===== config.mk =====
export PLATFORM = sky130hd
export DESIGN_NAME = muldiv_unit
export DESIGN_NICKNAME = d
export VERILOG_FILES = /design/src/rtl/muldiv_pkg.sv /design/src/rtl/mul_pipe.sv /design/src/rtl/muldiv_unit.sv
export SDC_FILE = /design/constraint.sdc
export NUM_CORES = 2
export LEC_CHECK = 0
export BUFFER_PORTS_ARGS = -buffer_cell sky130_fd_sc_hd__buf_4
export CAP_MARGIN = 5
export CELL_PAD_IN_SITES_DETAIL_PLACEMENT = 0
export CELL_PAD_IN_SITES_GLOBAL_PLACEMENT = 1
export CORE_MARGIN = 4
export CORE_UTILIZATION = 45
export DETAILED_ROUTE_END_ITERATION = 8
export HOLD_SLACK_MARGIN = 0.02
export PLACE_DENSITY = 0.88
export RECOVER_POWER = 50
export SKIP_CTS_REPAIR_TIMING = 1
export SYNTH_ARGS = -nofsm -noshare
export SYNTH_HDL_FRONTEND = slang
export SYNTH_SLANG_ARGS = --single-unit

===== constraint.sdc =====
create_clock -name clk -period 9.4 [get_ports clk]
set_input_delay 1.41 -clock clk [delete_from_list [all_inputs] [get_ports clk]]
set_output_delay 1.41 -clock clk [all_outputs]
set_load 0.02 [all_outputs]

===== src/rtl/muldiv_pkg.sv =====
// Shared types for the RV32M multiply/divide unit.
// Op encodings follow funct3 directly.
package muldiv_pkg;

    typedef enum logic [2:0] {
        OP_MUL    = 3'b000,
        OP_MULH   = 3'b001,
        OP_MULHSU = 3'b010,
        OP_MULHU  = 3'b011,
        OP_DIV    = 3'b100,
        OP_DIVU   = 3'b101,
        OP_REM    = 3'b110,
        OP_REMU   = 3'b111
    } muldiv_op_e;

    typedef enum logic [2:0] {
        S_IDLE,
        S_MUL,
        S_DIV,
        S_FIX,
        S_DONE
    } muldiv_state_e;

    function automatic logic is_div(input logic [2:0] op);
        return op[2];
    endfunction

endpackage


===== src/rtl/mul_pipe.sv =====
// Signed (W+1)x(W+1) multiplier, product delayed by MUL_STAGES registers.
// Only the low 2W product bits are ever needed, so the math is done at 2W.
module mul_pipe #(
    parameter int DATA_WIDTH = 32,
    parameter int MUL_STAGES = 2
) (
    input  logic                      clk,
    input  logic                      rst,
    input  logic signed [DATA_WIDTH:0] a,
    input  logic signed [DATA_WIDTH:0] b,
    output logic [2*DATA_WIDTH-1:0]   prod
);

    localparam int PW = 2 * DATA_WIDTH;

    logic signed [PW-1:0] ax;
    logic signed [PW-1:0] bx;
    logic [PW-1:0]        stg [MUL_STAGES];

    assign ax = {{(PW-DATA_WIDTH-1){a[DATA_WIDTH]}}, a};
    assign bx = {{(PW-DATA_WIDTH-1){b[DATA_WIDTH]}}, b};

    always_ff @(posedge clk or posedge rst) begin
        if (rst) begin
            for (int i = 0; i < MUL_STAGES; i++) stg[i] <= '0;
        end else begin
            stg[0] <= ax * bx;
            for (int i = 1; i < MUL_STAGES; i++) stg[i] <= stg[i-1];
        end
    end

    assign prod = stg[MUL_STAGES-1];

endmodule


===== src/rtl/muldiv_unit.sv =====
// RV32M multiply/divide unit: pipelined multiplier plus radix-2
// restoring divider, one operation in flight at a time.
module muldiv_unit import muldiv_pkg::*; #(
    parameter int DATA_WIDTH = 32,
    parameter int MUL_STAGES = 2
) (
    input  logic                  clk,
    input  logic                  rst,
    input  logic                  Start,
    input  logic [2:0]            Op,
    input  logic [DATA_WIDTH-1:0] SrcA,
    input  logic [DATA_WIDTH-1:0] SrcB,
    input  logic [4:0]            RdIn,
    input  logic                  Flush,
    output logic                  Busy,
    output logic                  Done,
    output logic [DATA_WIDTH-1:0] Result,
    output logic [4:0]            RdOut
);

    localparam int W  = DATA_WIDTH;
    localparam int CW = $clog2(DATA_WIDTH + MUL_STAGES) + 1;

    muldiv_state_e state, nxt;
    muldiv_op_e    opReg;

    logic [4:0]         rdLatch, rdOutReg;
    logic [W-1:0]       resReg, quo, rem, dvsr;
    logic [CW-1:0]      cnt;
    logic               busyReg, doneReg, resFromMul;
    logic               negQ, negR, accept;
    logic               signedOp, negA, negB, divZero, ovf, isSpecial;
    logic signed [W:0]  mulA, mulB;
    logic [2*W-1:0]     prod;
    logic [W-1:0]       mulSel, magA, magB, special, fixVal;
    logic [W:0]         trial;

    assign signedOp  = ~Op[0];
    assign negA      = signedOp & SrcA[W-1];
    assign negB      = signedOp & SrcB[W-1];
    assign magA      = negA ? -SrcA : SrcA;
    assign magB      = negB ? -SrcB : SrcB;
    assign divZero   = (SrcB == '0);
    assign ovf       = signedOp & (SrcA == {1'b1, {(W-1){1'b0}}}) & (&SrcB);
    assign isSpecial = divZero | ovf;
    assign special   = divZero ? (Op[1] ? SrcA : '1) : (Op[1] ? '0 : SrcA);

    assign mulA = {((Op == OP_MULH) | (Op == OP_MULHSU)) & SrcA[W-1], SrcA};
    assign mulB = {(Op == OP_MULH) & SrcB[W-1], SrcB};

    mul_pipe #(
        .DATA_WIDTH(DATA_WIDTH),
        .MUL_STAGES(MUL_STAGES)
    ) uMul (
        .clk (clk),
        .rst (rst),
        .a   (mulA),
        .b   (mulB),
        .prod(prod)
    );

    assign mulSel = (opReg == OP_MUL) ? prod[W-1:0] : prod[2*W-1:W];
    assign trial  = {rem, quo[W-1]} - {1'b0, dvsr};
    assign fixVal = opReg[1] ? (negR ? -rem : rem) : (negQ ? -quo : quo);

    always_ff @(posedge clk or posedge rst) begin
        if (rst) state <= S_IDLE;
        else     state <= nxt;
    end

    always_comb begin
        nxt    = state;
        accept = 1'b0;
        if (Flush) begin
            nxt = S_IDLE;
        end else begin
            unique case (state)
                S_IDLE, S_DONE: begin
                    nxt = S_IDLE;
                    if (Start) begin
                        accept = 1'b1;
                        if (!is_div(Op))
                            nxt = (MUL_STAGES == 1) ? S_DONE : S_MUL;
                        else
                            nxt = isSpecial ? S_DONE : S_DIV;
                    end
                end
                S_MUL:   if (cnt == CW'(1)) nxt = S_DONE;
                S_DIV:   if (cnt == '0) nxt = S_FIX;
                S_FIX:   nxt = S_DONE;
                default: nxt = S_IDLE;
            endcase
        end
    end

    always_ff @(posedge clk or posedge rst) begin
        if (rst) begin
            opReg      <= OP_MUL;
            rdLatch    <= '0;
            rdOutReg   <= '0;
            resReg     <= '0;
            quo        <= '0;
            rem        <= '0;
            dvsr       <= '0;
            cnt        <= '0;
            busyReg    <= 1'b0;
            doneReg    <= 1'b0;
            resFromMul <= 1'b0;
            negQ       <= 1'b0;
            negR       <= 1'b0;
        end else begin
            busyReg    <= (nxt == S_MUL) | (nxt == S_DIV) | (nxt == S_FIX);
            doneReg    <= (nxt == S_DONE);
            resFromMul <= (nxt == S_DONE) &
                          ((state == S_MUL) | (accept & ~is_div(Op)));
            if (nxt == S_DONE) rdOutReg <= accept ? RdIn : rdLatch;
            // Freeze the visible product before the multiplier pipe moves on
            if (resFromMul) resReg <= mulSel;
            if (accept) begin
                opReg   <= muldiv_op_e'(Op);
                rdLatch <= RdIn;
                cnt     <= is_div(Op) ? CW'(W-1) : CW'(MUL_STAGES-1);
                quo     <= magA;
                rem     <= '0;
                dvsr    <= magB;
                negQ    <= negA ^ negB;
                negR    <= negA;
                if (is_div(Op) && isSpecial) resReg <= special;
            end else begin
                unique case (state)
                    S_MUL: cnt <= cnt - CW'(1);
                    S_DIV: begin
                        quo <= {quo[W-2:0], ~trial[W]};
                        rem <= trial[W] ? {rem[W-2:0], quo[W-1]} : trial[W-1:0];
                        cnt <= cnt - CW'(1);
                    end
                    S_FIX: if (nxt == S_DONE) resReg <= fixVal;
                    default: ;
                endcase
            end
        end
    end

    assign Busy   = busyReg;
    assign Done   = doneReg;
    assign Result = resFromMul ? mulSel : resReg;
    assign RdOut  = rdOutReg;

endmodule


==> results.json <==
{
  "cts_tree": "built",
  "clock_latency_ns": 0.60,
  "crit_path_max_fanout": 19,
  "async_reset_ff_share_pct": 100,
  "syn_area_um2": 53700,
  "post-route-period-util_pct": 94.5,
  "io_pins": 115,
  "cts_root_buf": "clkbuf_16",
  "vias": 41255,
  "yosysWarningCount": 0,
  "syn_area_per_cell_um2": 9.02,
  "clkSlewWorstSetupHoldPaths_ns": 0.06,
  "status": "finished with violations",
  "htreeDepth": 1,
  "synthesis.instances": 5948,
  "cpMostUsedCell": "fa_1",
  "io_buffer_count": 114,
  "clock_sinks": 284,
  "start_util_pct": 45.4,
  "critPathLaunchType": "primary input",
  "cts_buffers": 31,
  "viasPerCell": 5.52,
  "overflow": 0,
  "place_area_um2": 56500,
  "synth_largest_area_cell": "fa_1",
  "critPathKind": "primary input to flop",
  "relSlewSlack_pct": -178,
  "synth.area.top_cells": "fa_1, dfrtp_1, inv_1",
  "seq_area_frac_synth_pct": 13.2,
  "final_area_um2": 57600,
  "post_route_cells_drive_above_1_share_pct": 6.46,
  "grt_max_degree": 101,
  "yosysMostFrequentCell": "inv_1",
  "rows": 126,
  "rsz0062_at_grt": "false",
  "crit_arrival_ns": 9.34,
  "synthTopCellsByCount": "inv_1, fa_1, nand2_1",
  "final_max_slew_viol_count": 374,
  "clockBufferDepth": 3,
  "hpwl_mm": 129,
  "routed_wl_mm": 162,
  "crit_buf_inv": 10,
  "ys_types": 79,
  "cp.required_ns": 9.86,
  "track_usage_pct": 26.2,
  "final_antenna_net_count": 0,
  "setup_viol": 0,
  "drtIter0Drc": 3383,
  "fp.dieArea_um2": 125000,
  "end_kind": "flop",
  "synth_top_area_share_pct": 42.0,
  "grt_pass1_wl_mm": 256,
  "synth_nets": 7401,
  "synth_ff_type": "dfrtp_1",
  "tightest_slew_ns": 4.17,
  "hold_path.class": "flop to flop",
  "drv_cap": 6,
  "max_freq_mhz": 113,
  "dieHeight_um": 353,
  "critPathSlowestCell": "fa_1",
  "drt-wirelength-per-cell_um": 21.7,
  "reg2reg_slack_ns": 4.20,
  "final_nets": 7354,
  "fin_util_pct": 48.7,
  "syn_to_final_growth_pct": 7.25,
  "clock_skew_ns": 0.0152,
  "hold_violations": 0,
  "firstDrtPassIters": 6,
  "antenna_found_initial": 8,
  "gp_congestion": 0.936,
  "slowest_delay_ns": 0.56,
  "drc": 0,
  "core_um2": 118000,
  "synth_edf_count": 0,
  "violations": "max-capacitance violations, max-slew violations",
  "synth_seq_cells": 284,
  "die_w_um": 353,
  "crit_family": "adder cells",
  "first_global_vias": 44200,
  "min_period_ns": 8.89
}
-- flip-flops by register name (all words and copies together) (netlist names) --
register	cells
resReg	32
cnt	7
Done	1
dvsr	32
RdOut	5
rdLatch	5
state	3
opReg	3
negQ	1
negR	1
Busy	1
quo	32
rem	32
uMul.prod	64
resFromMul	1
uMul.stg	64
-- cell usage in the layout (no fill, tap or decap), types with 84 or more instances in the layout --
master / instances
ha_1: 251
a21oi_1: 165
inv_1: 1227
and2_1: 296
nand2_1: 968
xor2_1: 84
o21ai_0: 180
buf_4: 281
xnor2_1: 133
dfrtp_1: 282
nor2_1: 181
fa_1: 1126
-- stage by stage --
step,instances,TNS [ns],hold slack [ns],setup WS [ns]
floorplan,5948,0,0.331,0.0156
global placement,7404,-0.0121,0.332,-0.0121
detailed placement,7404,-0.275,0.335,-0.0887
CTS,7461,0,0.345,0.498
global route,7464,0,0.347,0.0810
finish,7467,0,0.343,0.513
-- metal layers --
metal / vias to the layer above / global-route usage [%] / routed length (µm)
met5: - / 0 / 0
met4: 0 / 10.4 / 7580
li1: 17910 / - / -
met3: 360 / 4.33 / 13600
met2: 1818 / 43.3 / 76300
met1: 21167 / 34.7 / 64500
-- area by class of cell --
class                      instances  area (µm²)
multi-input combinational       4062       40600
inverter                        1228        4610
fill                           10949       60700
antenna                            6        15.0
timing repair buffer             294        2240
tap                             1536        1920
sequential                       284        7110
clock buffer                      40         850
clock inverter                    17         243
-- worst paths after layout --
kind | endpoint | depth (start not counted) | from
setup / recovery | uMul.stg[124]$_DFF_PP0_ | 31 | Op[1]
hold / removal | uMul.prod[60]$_DFF_PP0_ | 0 | uMul.stg[124]$_DFF_PP0_
setup reg to reg | rem[18]$_DFFE_PP0P_ | 14 | quo[31]$_DFFE_PP0P_
hold reg to reg | uMul.prod[60]$_DFF_PP0_ | 0 | uMul.stg[124]$_DFF_PP0_
max in group asynchronous | opReg[1]$_DFFE_PP0P_ | 3 | rst
min in group asynchronous | rem[6]$_DFFE_PP0P_ | 2 | rst
-- kinds of logic (layout without fill, tap and decap cells) --
| kind of cell | Yosys count | count (layout) | share of synthesized area (%) |
|---|---|---|---|
| compound gates | 709 | 709 | 8.57 |
| xor+xnor | 217 | 217 | 3.54 |
| fa+ha+maj | 1377 | 1377 | 47.9 |
| buf+inv | 1602 | 1579 | 11.3 |
| flops | 284 | 284 | 13.2 |
| mux | 62 | 62 | 1.17 |
| other cells | 0 | 6 | 0 |
| simple gates | 1697 | 1697 | 14.4 |
Power is not shown: default switching activity piles up to over one toggle a cycle in this logic, so the estimate is an artifact.
